## src/rtl/byte_unstriping.sv

```systemverilog
// rtl/byte_unstriping.sv - 4-lane word FIFO re-serialized into a lane0-first byte stream
//
// Ports:
//   clk, reset             rising-edge clock, asynchronous active-high reset
//   lane0..lane3           incoming word bytes; lane0 leaves first
//   in_valid / in_ready    word handshake (in_ready = FIFO not full)
//   rx_data / rx_valid     serialized byte output
//   rx_ready               sink accepts rx_data this cycle
//   word_count             words waiting in the FIFO (word in serializer not counted)
//   overflow               sticky: a word was offered while in_ready was low
module byte_unstriping #(
    parameter int DEPTH = 4
) (
    input  logic                     clk,
    input  logic                     reset,
    input  logic [7:0]               lane0,
    input  logic [7:0]               lane1,
    input  logic [7:0]               lane2,
    input  logic [7:0]               lane3,
    input  logic                     in_valid,
    output logic                     in_ready,
    output logic [7:0]               rx_data,
    output logic                     rx_valid,
    input  logic                     rx_ready,
    output logic [$clog2(DEPTH):0]   word_count,
    output logic                     overflow
);

    localparam int AW = $clog2(DEPTH);
    localparam int CW = AW + 1;
    localparam logic [CW-1:0] FULL = CW'(DEPTH);

    typedef enum logic {
        IDLE = 1'b0,
        SEND = 1'b1
    } state_t;

    logic [31:0]   mem [DEPTH];
    logic [AW-1:0] wr_ptr_q, wr_ptr_d;
    logic [AW-1:0] rd_ptr_q, rd_ptr_d;
    logic [CW-1:0] count_q, count_d;
    logic          overflow_q, overflow_d;
    state_t        state_q, state_d;
    logic [1:0]    idx_q, idx_d;
    logic [31:0]   hold_q, hold_d;
    logic          push;
    logic          pop;

    // in_ready comes only from registers, so a pop in the same cycle does
    // not open a slot for a push while full.
    assign in_ready   = (count_q != FULL);
    assign push       = in_valid && in_ready;
    assign word_count = count_q;
    assign overflow   = overflow_q;
    assign rx_valid   = (state_q == SEND);

    always_comb begin
        rx_data = 8'h00;
        if (state_q == SEND) begin
            case (idx_q)
                2'd0:    rx_data = hold_q[7:0];
                2'd1:    rx_data = hold_q[15:8];
                2'd2:    rx_data = hold_q[23:16];
                default: rx_data = hold_q[31:24];
            endcase
        end
    end

    // Serializer: the head word is moved into hold_q when popped, so the
    // FIFO slot frees up as soon as the word starts going out.
    always_comb begin
        state_d = state_q;
        idx_d   = idx_q;
        hold_d  = hold_q;
        pop     = 1'b0;
        case (state_q)
            IDLE: begin
                if (count_q != '0) begin
                    hold_d  = mem[rd_ptr_q];
                    pop     = 1'b1;
                    idx_d   = 2'd0;
                    state_d = SEND;
                end
            end
            SEND: begin
                if (rx_ready) begin
                    if (idx_q != 2'd3) begin
                        idx_d = idx_q + 2'd1;
                    end else if (count_q != '0) begin
                        // chain straight into the next word: no idle bubble
                        hold_d = mem[rd_ptr_q];
                        pop    = 1'b1;
                        idx_d  = 2'd0;
                    end else begin
                        idx_d   = 2'd0;
                        state_d = IDLE;
                    end
                end
            end
            default: state_d = IDLE;
        endcase
    end

    always_comb begin
        wr_ptr_d   = wr_ptr_q;
        rd_ptr_d   = rd_ptr_q;
        count_d    = count_q;
        overflow_d = overflow_q | (in_valid & ~in_ready);
        if (push) wr_ptr_d = wr_ptr_q + 1'b1;
        if (pop)  rd_ptr_d = rd_ptr_q + 1'b1;
        case ({push, pop})
            2'b10:   count_d = count_q + 1'b1;
            2'b01:   count_d = count_q - 1'b1;
            default: count_d = count_q;
        endcase
    end

    always_ff @(posedge clk or posedge reset) begin
        if (reset) begin
            wr_ptr_q   <= '0;
            rd_ptr_q   <= '0;
            count_q    <= '0;
            overflow_q <= 1'b0;
            state_q    <= IDLE;
            idx_q      <= 2'd0;
            hold_q     <= 32'h0;
        end else begin
            wr_ptr_q   <= wr_ptr_d;
            rd_ptr_q   <= rd_ptr_d;
            count_q    <= count_d;
            overflow_q <= overflow_d;
            state_q    <= state_d;
            idx_q      <= idx_d;
            hold_q     <= hold_d;
        end
    end

    // Storage array needs no reset: count_q gates every read.
    always_ff @(posedge clk) begin
        if (push) mem[wr_ptr_q] <= {lane3, lane2, lane1, lane0};
    end

endmodule
```

## config.mk

```make
export PLATFORM = sky130hd
export DESIGN_NAME = byte_unstriping
export DESIGN_NICKNAME = d
export VERILOG_FILES = /design/src/rtl/byte_unstriping.sv
export SDC_FILE = /design/constraint.sdc
export NUM_CORES = 1
export LEC_CHECK = 0
export ABC_AREA = 1
export BUFFER_PORTS_ARGS = -buffer_cell sky130_fd_sc_hd__buf_4
export CORE_MARGIN = 4
export CORE_UTILIZATION = 40
export CTS_CLUSTER_DIAMETER = 60
export CTS_CLUSTER_SIZE = 20
export DETAILED_ROUTE_END_ITERATION = 6
export SLEW_MARGIN = 20
export SYNTH_ARGS = -nofsm -noshare
export SYNTH_HDL_FRONTEND = slang
export SYNTH_SLANG_ARGS = --single-unit
```

## constraint.sdc

```tcl
create_clock -name clk -period 3.3 [get_ports clk]
set_input_delay 0.165 -clock clk [delete_from_list [all_inputs] [get_ports clk]]
set_output_delay 0.165 -clock clk [all_outputs]
set_load 0.03 [all_outputs]
```

# [Word-level counts from Yosys, hierarchy flattened]
# Memories as Yosys holds them, arrays and structs flattened.
# Cells that the tools add are included.
[totals] register_bits=43 ram_bits=128 elab_cells=52 memories=1
[memory_table] memory="mem" words=4 width=32 rd=1 rd_ports_with_merged_regs=0 write_ports=1 line_no="38" rtl="logic [31:0] mem [DEPTH];"
[op_classes] addsub=5 eq_ne=9 muxes=20 bitwise_logic=4 n_reduce_logical=6
[ops] cell="$mux 32" n=3
[ops] cell="$pmux 32 s2" n=1
[ops] cell="$pmux 8 s3" n=1
[ops] cell="$mux 8" n=1
[ops] cell="$ne 2x2->1 const B" n=4
[ops] cell="$mux 1" n=7
[ops] cell="$add 2x1->2 const B" n=3
[ops] cell="$mux 2" n=3
[ops] cell="$pmux 3 s2" n=1
[ops] cell="$eq 2x1->1 const B" n=2
[ops] cell="$eq 2x2->1 const B" n=2
[ops] cell="$pmux 1 s2" n=2
[ops] cell="$pmux 2 s2" n=1
[ops] cell="$reduce_and 2->1" n=2
[ops] cell="$add 3x1->3 const B" n=1
[ops] cell="$ne 3x3->1 const B" n=1
[ops] cell="$reduce_bool 3->1" n=1
[ops] cell="$sub 3x1->3 const B" n=1
[ops] cell="$logic_not 2->1" n=1
[ops] cell="$not 1->1" n=2
[ops] cell="$reduce_bool 2->1" n=1
[ops] cell="$and 1x1->1" n=1
[ops] cell="$logic_and 1x1->1" n=1
[ops] cell="$or 1x1->1" n=1

# [Depth between registers and ports, before layout]
# Gate-level depths: netlist of run 1.
[logic_depth] ltp_word=7 depth_mapped=13 mapped_depth_nobuf=12

# [Least setup slack after synthesis of run 1]
# OpenSTA, ideal clock, no wires.
[synth_timing] path_kind="flip-flop to flip-flop" startpoint="register count_q[1], in the netlist word_count[1]" endpoint="memory mem[0][0] (enable)" setup_ns=0.421 arrival_ns=2.533 required_ns=2.879 path_slack_ns=0.346 path_stages_with_launch=5 synth_period_minus_slack_ns=2.954 cell_sequence="dfrtp_1 inv_2 nand3_1 nand2_2 nor2_1"
[synth_via] elab_chain_cells=4
[synth_rtl] item="start, declared" line_no="41" rtl="logic [CW-1:0] count_q, count_d;"
[synth_rtl] item="start signal, assigned" line_no="130" rtl="count_q <= count_d;"
[synth_rtl] item="$ne 3x3->1" line_no="51" rtl="assign in_ready = (count_q != FULL);"
[synth_rtl] item="via in_ready" line_no="21" rtl="output logic in_ready,"
[synth_rtl] item="$logic_and 1x1->1" line_no="52" rtl="assign push = in_valid && in_ready;"
[synth_rtl] item="$mux 1" line_no="140" rtl="if (push) mem[wr_ptr_q] <= {lane3, lane2, lane1, lane0};"
[synth_rtl] item="$mux 1 (implied by the code)" line_no="140"
[synth_rtl] item="end, declared" line_no="38"
# The timed path passes the listed nets, and every way through them passes these cells.

# [Worst setup path after layout of run 1]
[layout_timing] startpoint="register idx_q[0]" endpoint="register count_q[2], in the netlist word_count[2]"
[layout_via] elab_chain_cells=6 elab_cells_between_ends=8 cone_classes="eq/ne (3); mux (4); reduce/logical (1)"
[layout_rtl] item="start, declared" line_no="44" rtl="logic [1:0] idx_q, idx_d;"
[layout_rtl] item="start signal, assigned" line_no="133" rtl="idx_q <= idx_d;"
[layout_rtl] item="$ne 2x2->1 (*)" line_no="87" rtl="if (idx_q != 2'd3) begin"
[layout_rtl] item="$mux 1 (*)" line_no="87"
[layout_rtl] item="$mux 1 (*)" line_no="86" rtl="if (rx_ready) begin"
[layout_rtl] item="$pmux 1 s2 (*)" line_no="76" rtl="case (state_q)"
[layout_rtl] item="$eq 2x1->1 or $eq 2x2->1 (tied branches)" line_no="111" rtl="case ({push, pop})"
[layout_rtl] item="$pmux 3 s2 or $reduce_bool 2->1 (tied branches)"
# Mark *: on every way between the ends. The rest lies on a longest branch, timed or not.
# A chain may end at the register's enable or synchronous reset.

==> metrics.yaml, run 1 <==
sta:
  drv_slew: 0
  fin_tns_setup_ns: 0
  max_slew.worst_pin.slew_ns: 0.767
  hold_ws_ns: 0.0221
  setup_slack_ns: 0.883
  finClkSkew_ns: 0.0108
  setup_viol: 0
  report.final.hold_viol_count: 0
  rsz0062_at_grt: "no"
  period_minus_slack_ns: 2.42
  relSlewSlack_pct: 48.8
  fmax_mhz: 414
  post-route-period-util_pct: 73.2
drt:
  ant_nets: 0
  drc: 0
  vias: 4857
  viasPerCell: 4.49
  dr.pass1.iters: 4
  post_drt_wl_per_cell_um: 13.7
  drt_iter0_drc: 288
  wirelength_um: 14800
power:
  leakage_uw: 0.00420
  irDropWorstVdd_v: 0.000487
  powerDensity_nw_per_um2: 863
final_layout:
  n_antenna_cell: 0
  area_delta_synth_final_pct: 19.1
  drive_gt1_share_pct: 11.9
  design_area_sq_um: 8950
  final_core_util_pct: 49.2
  fill_cells: 1662
  final_nets: 886
synthesis:
  synth_cells: 760
  synthXorXnorAreaFrac_pct: 0.583
  syn-mean-instance-area_sq_um: 9.89
  yosys-top-cells-area: "edfxtp_1 51%, dfrtp_1 14%, nand2_1 14%"
  muxShareOfSynthArea_pct: 0
  synth-seq-area-share_pct: 65.5
  synth-compound-area-share_pct: 1.96
  synth.top_cell.area_share_pct: 51.1
  synth-edff-count: 128
  synth_fa_ha_area_share_pct: 1.93
  ys.flop_type: "edfxtp_1"
  yosysMostFrequentCell: "nand2_1"
  syn_area_sq_um: 7520
  yosys.area_share.simple_pct: 19.6
  yosysWarnings: 0
  ys_top_cells_by_count: "284 x nand2_1, 144 x inv_1, 128 x edfxtp_1"
  yosysTopAreaCell: "edfxtp_1"
  synth-seq-cells: 171
  synthArstFlopShare_pct: 25.1
  ys_types: 25
  synth_top_family_by_area: "simple AND/OR/NAND/NOR gates"
  syn_nets: 807
place:
  place.gp.congestion: 0.798
  hpwl_um: 8890
  dpl-instance-area_sq_um: 8050
  port_buffers: 49
  dp_slack_ns: 0.875
clock_network:
  cts.path.max_buffers: 2
  htree_levels: 4
  cts_tree: "yes"
  cts.sinks: 171
  clkTransAtPathRegs_ns: 0.06
  numCtsBuffers: 17
  clk_latency_ns: 0.42
  cts-root-buf: "clkbuf_16"
  cts_setup_buffers: 0
global_routing:
  grt_max_degree: 66
  antenna_found_initial: 0
  grt_pass1_vias: 4716
  track_usage_pct: 14.7
  overflow: 0
  grt_pass1_wl_um: 24500
critical_path:
  crit_required_ns: 3.65
  path_max_fanout: 36
  r2r_slack_ns: 0.88
  reg2regPathDepth: 12
  path_class: "reg2reg"
  cp-end-kind: "flop"
  worstReg2RegStart: "idx_q[0]$_DFFE_PP0P_"
  cp.arrival_ns: 2.76
  start_kind: "flop"
  cp-startpoint: "idx_q[0]$_DFFE_PP0P_"
hold_path:
  min_path_cells: 3
  hp-class: "in2reg"
  hold_path.startpoint: "rx_ready"
die:
  core_area_sq_um: 18200
  dieArea_sq_um: 21000
  die_x_um: 145
  chipHeight_um: 145
  rows: 49
  initial_core_util_pct: 41.3
  io_pins: 50
job:
  max_cap_viol_count: 0
status:
  status: "finished clean"
cell families after synthesis:
group | Yosys count
AO/OA/AOI/OAI | 27
AND/OR/NAND/NOR | 363
XOR/XNOR | 5
flip-flops | 171
buffers and inverters | 183
adder cells (fa/ha/maj) | 11
power breakdown:
part           internal, uW  switching (uW)
Clock                  1100             791
Sequential             2890             213
Combinational           854            1870
Total                  4850            2870
placed cells by master, fill, tap and decap left out:
| master | count |
|---|---|
| fa_1 | 1 |
| clkbuf_1 | 2 |
| nand2_1 | 284 |
| nand3_1 | 70 |
| clkinv_1 | 4 |
| inv_4 | 1 |
| xnor2_1 | 2 |
| inv_2 | 6 |
| o21ai_0 | 1 |
| dlygate4sd3_1 | 34 |
| nand2_4 | 1 |
| clkinvlp_4 | 5 |
| a31oi_1 | 8 |
| ha_1 | 10 |
| o21bai_1 | 1 |
| a21oi_1 | 8 |
| o21ai_1 | 9 |
| clkinv_2 | 2 |
| nand2_2 | 2 |
| dfrtp_1 | 42 |
| bufinv_16 | 2 |
| xor2_1 | 3 |
| clkinv_4 | 1 |
| nor2_4 | 4 |
| edfxtp_1 | 128 |
| nand3_2 | 1 |
| nand4_1 | 1 |
| dfrtp_2 | 1 |
| inv_1 | 143 |
| buf_4 | 58 |
| clkbuf_16 | 17 |
worst max-delay path, stage by stage (launching register included):
cell and delay, ns:
dfrtp_1 0.42, ha_1 0.19, nand2_1 0.06, nand2_2 0.08
nand2_4 0.23, inv_4 0.35, ha_1 0.23, inv_1 0.07
fa_1 0.38, inv_1 0.06, nand2_1 0.04, nand3_1 0.09
xor2_1 0.14
registers in the layout, summed over array words and instances (netlist names):
signal      cells
overflow        1
hold_q         32
idx_q           2
mem           128
wr_ptr_q        2
rd_ptr_q        2
rx_valid        1
word_count      3
timing repair:
| action | 4_1_cts | 5_1_grt |
|---|---|---|
| gates resized for setup | 0 | 0 |
| hold buffers | 34 | 0 |
| hold endpoints to repair | 173 | 0 |
worst paths after layout:
kind,end
worst max-delay path,word_count[2]$_DFFE_PP0P_
worst min-delay path,idx_q[1]$_DFFE_PP0P_
worst max register to register,word_count[2]$_DFFE_PP0P_
worst min register to register,overflow$_DFF_PP0_
max in group asynchronous,rd_ptr_q[0]$_DFFE_PP0P_
min in group asynchronous,wr_ptr_q[0]$_DFFE_PP0P_
per-stage QoR:
stage | instances | total power (uW)
4_1_cts | 1081 | 7820
3_5_place_dp | 1015 | 5890
6_report | 1081 | 7720
5_1_grt | 1081 | 8260
2_1_floorplan | 760 | 5110
3_3_place_gp | 1015 | 5860
area by class of cell:
class	instances	area [sq um]	area share, %
sequential	171	4920	55.0
multi-input combinational	406	1840	20.5
timing repair buffer	92	776	8.67
inverter	151	569	6.36
clock buffer	19	433	4.84
tap	229	287	3.20
clock inverter	13	128	1.43
routing by layer:
layer / global-route usage (%) / part of all wire [%]
met3: 3.80 / 3.3
met4: 3.75 / 1.0
met1: 19.8 / 48
met2: 24.0 / 47
met5: 0 / 0
(Power assumes the default switching activity.)
==> run 2: changes to the inputs <==
==> constraint.sdc (replaced) <==
create_clock -name clk -period 2.5 [get_ports clk]
set_input_delay 0.125 -clock clk [delete_from_list [all_inputs] [get_ports clk]]
set_output_delay 0.125 -clock clk [all_outputs]
set_load 0.03 [all_outputs]
==> metrics.yaml, run 2 (synthesized netlist as in run 1, its figures left out) <==
status:
  status: "finished clean"
global_routing:
  overflow: 0  # unchanged
  grt_pass1_wl_um: 24800  # +1.3%
  antenna_found_initial: 0  # unchanged
  grt_pass1_vias: 4824  # +2.3%
  track_usage_pct: 14.9  # +0.24 points
  grt_max_degree: 44  # -33%
power:
  p_clk_share_pct: 23.8  # -0.7 points
  internal_power_uw: 6370  # +31%
  power_uw: 10200  # +32%
  p_sw_share_pct: 37.6  # +0.42 points
  power_frac_seq_pct: 40.9  # +0.7 points
  powerDensity_nw_per_um2: 1130  # +31%
  power_frac_comb_pct: 35.3  # about the same
  leakage_uw: 0.00424  # +0.86%
  irDropWorstVdd_v: 0.000687  # +41%
  p_sw_uw: 3840  # +34%
place:
  hpwl_um: 9020  # +1.5%
  place.gp.congestion: 0.723  # -9.4%
  dpl-instance-area_sq_um: 8120  # +0.81%
  dp_slack_ns: 0.465  # -0.410 ns
  port_buffers: 49  # unchanged
sta:
  max_slew.worst_pin.slew_ns: 0.679  # -0.0881 ns
  drv_slew: 0  # unchanged
  fmax_mhz: 476
  post-route-period-util_pct: 84.0
  finClkSkew_ns: 0.00733  # -0.00349 ns
  relSlewSlack_pct: 54.7  # +5.8 points
  setup_viol: 0  # unchanged
  setup_slack_ns: 0.399  # -0.484 ns
  period_minus_slack_ns: 2.10
  report.final.hold_viol_count: 0  # unchanged
  rsz0062_at_grt: "no"
  hold_ws_ns: 0.261  # +0.238 ns
drt:
  wl_met3_um: 639  # +29%
  wirelength_um: 15200  # +2.4%
  ant_nets: 0  # unchanged
  dr.pass1.iters: 4  # unchanged
  post_drt_wl_per_cell_um: 14.0  # +2.1%
  vias: 4881  # +0.49%
  top_layer: "met4"
  drt_iter0_drc: 327  # +14%
  wl_met1_um: 7130  # -0.54%
  viasPerCell: 4.50  # +0.22%
  drc: 0  # unchanged
  route.met2.wl_um: 7200  # +2.6%
die:
  initial_core_util_pct: 41.3  # unchanged
  dieArea_sq_um: 21000  # unchanged
  die_x_um: 145  # unchanged
  chipHeight_um: 145  # unchanged
  rows: 49  # unchanged
  core_area_sq_um: 18200  # unchanged
  io_pins: 50  # unchanged
final_layout:
  n_antenna_cell: 0  # unchanged
  drive_gt1_share_pct: 12.4  # +0.54 points
  max_flop_register: "mem"
  largest_reg_flops: 128  # unchanged
  final_nets: 889  # +0.34%
  most-common-layout-cells: "284 x nand2_1, 143 x inv_1, 128 x edfxtp_1"
  area_delta_synth_final_pct: 20.0
  final_core_util_pct: 49.5  # +0.36 points
  mostFrequentLayoutCell: "nand2_1"
  design_area_sq_um: 9020  # +0.73%
critical_path:
  slowest_delay_ns: 0.43  # about the same
  cp_slowest_cell: "dfrtp_1"
  cp-end-kind: "primary output"
  cp.arrival_ns: 1.98  # -0.78 ns
  path_max_fanout: 9  # -75%
  crit_required_ns: 2.38  # -1.27 ns
  path_cells: "ha_1 > inv_2 > o21ai_1 > a31oi_1 > buf_4"
  start_kind: "flop"
  path_class: "reg2out"
clock_network:
  clkTransAtPathRegs_ns: 0.06  # about the same
  numCtsBuffers: 17  # unchanged
  clk_latency_ns: 0.42  # about the same
  htree_levels: 4  # unchanged
  cts_tree: "yes"
  cts.path.max_buffers: 2  # unchanged
  cts_setup_buffers: 0  # unchanged
  cts-root-buf: "clkbuf_16"
  cts.sinks: 171  # unchanged
job:
  max_cap_viol_count: 0  # unchanged
hold_path:
  hp-class: "in2async"
-- run 2: cell count changes in the layout (fill, tap and decap cells not counted) --
cell	delta
clkinvlp_4	-3
buf_12	+4
bufinv_16	-1
clkinv_1	-1
buf_4	-2
dlygate4sd3_1	+1
clkinv_4	+3
clkbuf_1	-2
inv_6	+2
clkinv_2	+2
-- run 2: stage by stage --
step,cells,setup TNS (ns)
global route,1084,0
detailed placement,1017,0
floorplan,760,-58.07
global placement,1017,0
CTS,1084,0
finish,1084,0
-- run 2: area by class of cell --
cell class                      instances  area, sq um
Clock inverter                         15          125
Tap cell                              229          287
Sequential cell                       171         4920
Fill cell                            1641         9190
Multi-Input combinational cell        406         1840
Timing Repair Buffer                   95          851
Inverter                              151          569
Clock buffer                           17          425
-- run 2: power groups by stage --
stage	Combinational [uW]	Clock (uW)	Sequential, uW
2_1_floorplan	2590	0	4150
3_3_place_gp	3560	0	4210
3_5_place_dp	3630	0	4220
4_1_cts	3690	2480	4180
5_1_grt	4080	2590	4250
6_report	3610	2430	4170
-- run 2: routing by layer --
layer	vias up	global-route usage, %
li1	2528	-
met1	2247	19.9
met2	95	24.5
met3	11	3.65
met4	0	4.27
met5	-	0
-- run 2: worst paths after layout --
kind	from	to	slack, ns	cells past startpoint
min reg2reg	hold_q[27]$_DFFE_PP0P_	hold_q[27]$_DFFE_PP0P_	0.49	2
max in group asynchronous	reset	rd_ptr_q[0]$_DFFE_PP0P_	1.48	4
min in group clk	lane1[1]	mem[2][9]$_DFFE_PP_	0.45	2
max reg2reg	word_count[0]$_DFFE_PP0P_	word_count[2]$_DFFE_PP0P_	0.46	10
min	reset	wr_ptr_q[0]$_DFFE_PP0P_	0.26	3
max	idx_q[0]$_DFFE_PP0P_	rx_data[6]	0.40	5
-- run 2: repair_timing --
item | in CTS | in global routing
endpoints found under the hold margin | 147 | 0
hold buffers | 35 | 0
resized for setup | 0 | 0
setup endpoints to repair | 0 | 0
-- run 2: critical path, delay by kind of cell, from the launching register on --
| family | cells | cell delay (ns) |
|---|---|---|
| flops | 1 | 0.43 |
| fa+ha+maj | 1 | 0.34 |
| compound gates | 2 | 0.39 |
| buf+inv | 2 | 0.40 |
